<file path="src/rtl/flappy_video_timing.sv">
// Video timing generator for the Flappy Bird core: counters, sync/blank decode, renderer delay match.
// Optional FLAPPY_VT_BORDER_EN: forces white on the outermost active rows/columns.
module flappy_video_timing #(
  parameter int H_ACTIVE   = 640,
  parameter int H_FP       = 16,
  parameter int H_SYNC     = 96,
  parameter int H_BP       = 48,
  parameter int V_ACTIVE   = 480,
  parameter int V_FP       = 10,
  parameter int V_SYNC     = 2,
  parameter int V_BP       = 33,
  parameter int PIPE_DELAY = 2
) (
  input  logic       Clk,
  input  logic       sys_reset,
  input  logic       ce_pix,
  output logic [9:0] pix_x,
  output logic [9:0] pix_y,
  input  logic [2:0] pix_rgb,
  output logic       frame_start,
  output logic       vga_h_sync,
  output logic       vga_v_sync,
  output logic       vga_h_blank,
  output logic       vga_v_blank,
  output logic       vga_R,
  output logic       vga_G,
  output logic       vga_B
);

  localparam int H_TOTAL = H_ACTIVE + H_FP + H_SYNC + H_BP;
  localparam int V_TOTAL = V_ACTIVE + V_FP + V_SYNC + V_BP;

  if (H_TOTAL > 1023 || V_TOTAL > 1023 || PIPE_DELAY < 1 || PIPE_DELAY > 8) begin : g_bad_params
    $error("flappy_video_timing: totals must fit in 10 bits and PIPE_DELAY must be 1..8");
  end

  localparam logic [9:0] H_LAST       = 10'(H_TOTAL - 1);
  localparam logic [9:0] V_LAST       = 10'(V_TOTAL - 1);
  localparam logic [9:0] H_ACT        = 10'(H_ACTIVE);
  localparam logic [9:0] V_ACT        = 10'(V_ACTIVE);
  localparam logic [9:0] H_SYNC_START = 10'(H_ACTIVE + H_FP);
  localparam logic [9:0] H_SYNC_END   = 10'(H_ACTIVE + H_FP + H_SYNC);
  localparam logic [9:0] V_SYNC_START = 10'(V_ACTIVE + V_FP);
  localparam logic [9:0] V_SYNC_END   = 10'(V_ACTIVE + V_FP + V_SYNC);

  // Tap layout: [0] vblank, [1] hblank, [2] vsync, [3] hsync, [4] frame-edge (border build only)
`ifdef FLAPPY_VT_BORDER_EN
  localparam int TAP_W = 5;
  localparam logic [9:0] H_EDGE = 10'(H_ACTIVE - 1);
  localparam logic [9:0] V_EDGE = 10'(V_ACTIVE - 1);
`else
  localparam int TAP_W = 4;
`endif

  logic [9:0] h_cnt;
  logic [9:0] v_cnt;
  logic       h_wrap;
  logic       v_wrap;

  assign h_wrap = (h_cnt == H_LAST);
  assign v_wrap = (v_cnt == V_LAST);

  always_ff @(posedge Clk or negedge sys_reset) begin
    if (!sys_reset) begin
      h_cnt <= '0;
      v_cnt <= '0;
    end else if (ce_pix) begin
      if (h_wrap) begin
        h_cnt <= '0;
        v_cnt <= v_wrap ? 10'd0 : v_cnt + 10'd1;
      end else begin
        h_cnt <= h_cnt + 10'd1;
      end
    end
  end

  assign pix_x       = h_cnt;
  assign pix_y       = v_cnt;
  assign frame_start = ce_pix & h_wrap & v_wrap;

  logic [TAP_W-1:0] raw;

  always_comb begin
    raw    = '0;
    raw[0] = (v_cnt >= V_ACT);
    raw[1] = (h_cnt >= H_ACT);
    raw[2] = (v_cnt >= V_SYNC_START) && (v_cnt < V_SYNC_END);
    raw[3] = (h_cnt >= H_SYNC_START) && (h_cnt < H_SYNC_END);
`ifdef FLAPPY_VT_BORDER_EN
    raw[4] = (h_cnt == 10'd0) || (h_cnt == H_EDGE) || (v_cnt == 10'd0) || (v_cnt == V_EDGE);
`endif
  end

  // din[i] is what tap i loads next; din[PIPE_DELAY-1] is the flag set that lands on the
  // outputs together with the colour sampled on the same enable.
  logic [TAP_W-1:0] taps [PIPE_DELAY];
  logic [TAP_W-1:0] din  [PIPE_DELAY];

  always_comb begin
    din[0] = raw;
    for (int i = 1; i < PIPE_DELAY; i++) begin
      din[i] = taps[i-1];
    end
  end

  always_ff @(posedge Clk or negedge sys_reset) begin
    if (!sys_reset) begin
      for (int i = 0; i < PIPE_DELAY; i++) begin
        taps[i] <= '0;
      end
    end else if (ce_pix) begin
      for (int i = 0; i < PIPE_DELAY; i++) begin
        taps[i] <= din[i];
      end
    end
  end

  logic [TAP_W-1:0] flags_next;
  logic [TAP_W-1:0] flags_out;
  logic [2:0]       rgb_next;
  logic [2:0]       rgb_q;

  assign flags_next = din[PIPE_DELAY-1];
  assign flags_out  = taps[PIPE_DELAY-1];

  always_comb begin
    rgb_next = pix_rgb;
`ifdef FLAPPY_VT_BORDER_EN
    if (flags_next[4]) rgb_next = 3'b111;
`endif
    if (flags_next[0] || flags_next[1]) rgb_next = 3'b000;
  end

  always_ff @(posedge Clk or negedge sys_reset) begin
    if (!sys_reset) begin
      rgb_q <= '0;
    end else if (ce_pix) begin
      rgb_q <= rgb_next;
    end
  end

  assign vga_v_blank = flags_out[0];
  assign vga_h_blank = flags_out[1];
  assign vga_v_sync  = flags_out[2];
  assign vga_h_sync  = flags_out[3];
  assign vga_R       = rgb_q[2];
  assign vga_G       = rgb_q[1];
  assign vga_B       = rgb_q[0];

endmodule

</file>
<file path="config.mk">
export PLATFORM = sky130hd
export DESIGN_NAME = flappy_video_timing
export DESIGN_NICKNAME = d
export VERILOG_FILES = /design/src/rtl/flappy_video_timing.sv
export SDC_FILE = /design/constraint.sdc
export NUM_CORES = 1
export LEC_CHECK = 0
export ABC_AREA = 1
export ABC_CLOCK_PERIOD_IN_PS = 1800
export BUFFER_PORTS_ARGS = -buffer_cell sky130_fd_sc_hd__buf_2
export CAP_MARGIN = 20
export CORE_UTILIZATION = 30
export CTS_BUF_LIST = sky130_fd_sc_hd__clkbuf_8
export CTS_CLUSTER_DIAMETER = 80
export DETAILED_ROUTE_END_ITERATION = 10
export PLACE_DENSITY = 0.54
export SYNTH_ARGS = -nofsm -noshare
export SYNTH_HDL_FRONTEND = slang
export SYNTH_SLANG_ARGS = --single-unit
</file>
<file path="constraint.sdc">
create_clock -name Clk -period 1.8 [get_ports Clk]
set_input_delay 0.54 -clock Clk [delete_from_list [all_inputs] [get_ports Clk]]
set_output_delay 0.54 -clock Clk [all_outputs]
set_load 0.01 [all_outputs]
</file>
# ---- Yosys cells after proc, flatten, opt, wreduce, memory -nomap -nowiden
# Index checks and enable logic that the tools add are counted.
dict set report word_totals {
  ff_bits 31
  input_bits 6
  output_inout_bits 28
  word_cells 24
}
dict set report classes {
  addsub 2
  n_lt_le_gt_ge 6
  n_eq_ne 2
  mux 3
  bitwise_logic 2
  reduce_logical 4
}
# cell n
set op_table {}
lappend op_table {{10-bit by 1-bit adder with 10-bit output, second input constant} 2}
lappend op_table {{10-bit == test, second input constant} 2}
lappend op_table {{10-bit >= comparator, second input constant} 2}
lappend op_table {{10-bit by 9-bit >= comparator with 1-bit output, second input constant} 2}
lappend op_table {{10-bit two-way mux} 2}
lappend op_table {{10-bit less-than comparator, second input constant} 1}
lappend op_table {{10-bit by 9-bit less-than comparator with 1-bit output, second input constant} 1}
lappend op_table {{3-bit two-way mux} 1}
lappend op_table {{1-bit bitwise AND} 2}
lappend op_table {{1-bit logical AND} 2}
lappend op_table {{2-bit AND reduction} 1}
lappend op_table {{1-bit logical OR} 1}

# ---- Depth between registers and ports, before layout
dict set report logic_depth {
  word_depth 3
  depth_mapped 8
  mapped_depth_nobuf 8
}

# ---- Worst setup path after synthesis
# OpenSTA, ideal clock, no wires.
dict set report synth_timing {
  path_type {input to output}
  start {in ce_pix}
  end {out frame_start}
  arrival_time_ps 1269
  t_required_ps 1260
  slack_ps -9
  cell_stages 5
  path_buffers 1
  path_cell_list {buf_4 > nand3_2 > inv_2 > nand4_1 > nor3_1}
}
dict set report synth_between {
  elab_chain_cells 2
}
# item line
set synth_lines {}
lappend synth_lines {{start: declaration} 16} ;# input logic ce_pix,
lappend synth_lines {{1-bit bitwise AND (2 in series)} 79} ;# assign frame_start = ce_pix & h_wrap & v_wrap;
lappend synth_lines {{end: declaration} 20} ;# output logic frame_start,
# No other way between the ends.

# ---- Final worst setup path
dict set report layout_timing {
  start {reg h_cnt[1], in the netlist pix_x[1]}
  end {out frame_start}
}
dict set report layout_between {
  elab_chain_cells 3
}
# item line
set layout_lines {}
lappend layout_lines {{start: declaration} 55} ;# logic [9:0] h_cnt;
lappend layout_lines {{start signal: assignment} 72} ;# h_cnt <= h_cnt + 10'd1;
lappend layout_lines {{10-bit == test} 60} ;# assign h_wrap = (h_cnt == H_LAST);
lappend layout_lines {{1-bit bitwise AND (2 in series)} 79}
# No other way between the ends.

==> reports/metrics.yaml <==
die_y_um: 76.6
finalNonFillerCells: 334
clock_sinks: 31
critPathCaptureType: "primary output"
synthCells: 209
diodes: 0
via_count: 1512
finClkSkew_ps: 5.73
worstPathRequired_ps: 1260
ir_drop_uv: 293
antenna_found_initial: 0
min_period_ps: 1950
synth_most_common_cell: "nand2_1"
finalCritPeriodShare_pct: 108
io_buffers: 33
synth_top_family_by_area: "simple AND/OR/NAND/NOR gates"
synthesis.area_mm2: 0.00167
chipWidth_um: 76.6
yosys.area_share.simple_pct: 31.1
cap_violations: 0
start_util_pct: 31.8
ys.flop_type: "dfrtp_1"
power_mw: 2.29
hpwl_um: 2810
drt_iter0_markers: 97
synth_cell_type_count: 30
hold_viol: 0
cp.arrival_ps: 1410
dieArea_mm2: 0.00586
clkSlewWorstSetupHoldPaths_ps: 70
grt_pass1_wl_um: 6800
synth_edf_count: 0
hp-class: "in -> async"
relSlewSlack_pct: 73.1
drt-total-wl_um: 3980
vias_per_cell: 4.53
power.density_mw_per_mm2: 1060
first_global_vias: 1483
n_fill_cell: 542
drive_above_1_share_pct: 29.9
cts_root_buffer: "clkbuf_8"
wl_per_cell_um: 11.9
grt_max_degree: 32
placed_cells: 322
slew_violations: 0
yosys-top-cells-area: "dfrtp_1 (47%), nand2_1 (12%), inv_1 (5.4%)"
synth-xor-area-share_pct: 2.63
start_kind: "flop"
p_leak_nw: 1.09
pre_cts_slack_ps: -24.7
async_flop_share_pct: 100
synth_top_area_cell: "dfrtp_1"
gp_congestion: 0.865
drc: 0
cts_max_level: 2
rsz0062_at_grt: "true"
synth_common_cells: "nand2_1 (53), dfrtp_1 (31), inv_1 (24), nor2_1 (21), nand3_1 (11)"
core_mm2: 0.00524
clk-insertion-delay-late_ps: 280
yosys-mux-area-fraction_pct: 0
max_freq_mhz: 514
tightest_slew_ps: 403
synth_top_area_share_pct: 46.5
setup_violations: 1
status: "complete, but fails checks"
drtAntennaViolNets: 0
worstSetupPathType: "reg -> out"
ys_ff_latch: 31
row_count: 26
crit_fanout: 2
layout-area-overhead-vs-synth_pct: 29.9
cts_tree: "yes"
nets: 273
grt_overflow: 0
yosysWarnings: 0
track_usage_pct: 14.7
fin_ws_ps: -147
cts_inserted_buffers: 5
drt_pre_antenna_iters: 4
synth-compound-area-share_pct: 8.85
cts_max_path_buffers: 2
yosysSeqAreaShare_pct: 46.5
io_pins: 34
failed_checks: "negative setup slack"
syn-num-nets: 219
synth_adder_area_share_pct: 3.00
syn_avg_cell_area_um2: 7.98
## per-layer routing
layer	GRT usage, %	up-vias	wire length (µm)
met5	0	-	0
met3	3.11	5	162
met1	19.4	682	1950
met4	8.08	0	53
met2	22.3	48	1820
li1	-	777	-
## worst max-delay path, stage by stage, from the launching register on
cell     delay (ps)
dfrtp_1         350
ha_2            190
nand3_2          90
inv_2            70
nand4_1         120
nor3_2          140
buf_2           150
## logic make-up after synthesis
family | Yosys count
xor gates and xnor gates | 5
AOI/OAI and AO/OA | 26
and+or+nand+nor | 111
buffers and inverters | 32
adders and majority gates | 4
DFF | 31
## timing repair
item,CTS,global route
setup buffers,3,1
pin swaps,1,0
hold buffers,0,0
resized for setup,2,0
endpoints found under the setup margin,1,1
## cell usage in the layout, fill, tap and decap left out, types with 5 or more instances in the layout
cell	instances
inv_1	23
o21ai_0	10
dfrtp_1	31
inv_2	5
buf_4	17
buf_2	33
nand4_1	7
nor2_1	21
nand3_1	11
o21ai_1	8
nand2_1	53
clkbuf_8	6
nor3_1	5
## path summary, 6_finish.rpt
| check | start | end | slack, ps | cells past startpoint |
|---|---|---|---|---|
| min | sys_reset | pix_y[6] | 260 | 2 |
| max reg2reg | pix_x[1] | pix_y[7] | 340 | 8 |
| max | pix_x[1] | frame_start | -150 | 6 |
| min reg2reg | flags_out[2] | flags_out[2] | 470 | 2 |
| min in group Clk | flags_out[2] | flags_out[2] | 470 | 2 |
| max in group asynchronous | sys_reset | flags_next[3] | 1240 | 2 |
## registers in the layout, summed over array words and instances, names as in the netlist
register    flops
pix_x          10
rgb_q           3
pix_y          10
flags_out       4
flags_next      4
## where the power goes
part,internal [mW],switching [mW]
Combinational,0.277,0.405
Clock,0.448,0.272
Sequential,0.808,0.0835
## final cells by class
| class | instances | area [µm²] | share of cell area [%] |
|---|---|---|---|
| clock buffer | 6 | 82.6 | 3.81 |
| clock inverter | 2 | 35.0 | 1.62 |
| inverter | 28 | 105 | 4.85 |
| multi-input combinational | 146 | 767 | 35.4 |
| sequential | 31 | 776 | 35.8 |
| tap | 70 | 87.6 | 4.04 |
| timing repair buffer | 51 | 313 | 14.4 |
## through the flow
stage | hold WS, ps | util [%] | cell area [µm²] | setup TNS [ps]
after floorplan | 244 | - | 1670 | 0
after global placement | 455 | 38.5 | 2020 | -29.5
after detailed placement | 457 | 38.5 | 2020 | -24.7
after CTS | 275 | 41.2 | 2160 | -152
after global routing | 318 | 41.4 | 2170 | -242
final | 264 | 41.4 | 2170 | -147
(Power assumes the default switching activity.)
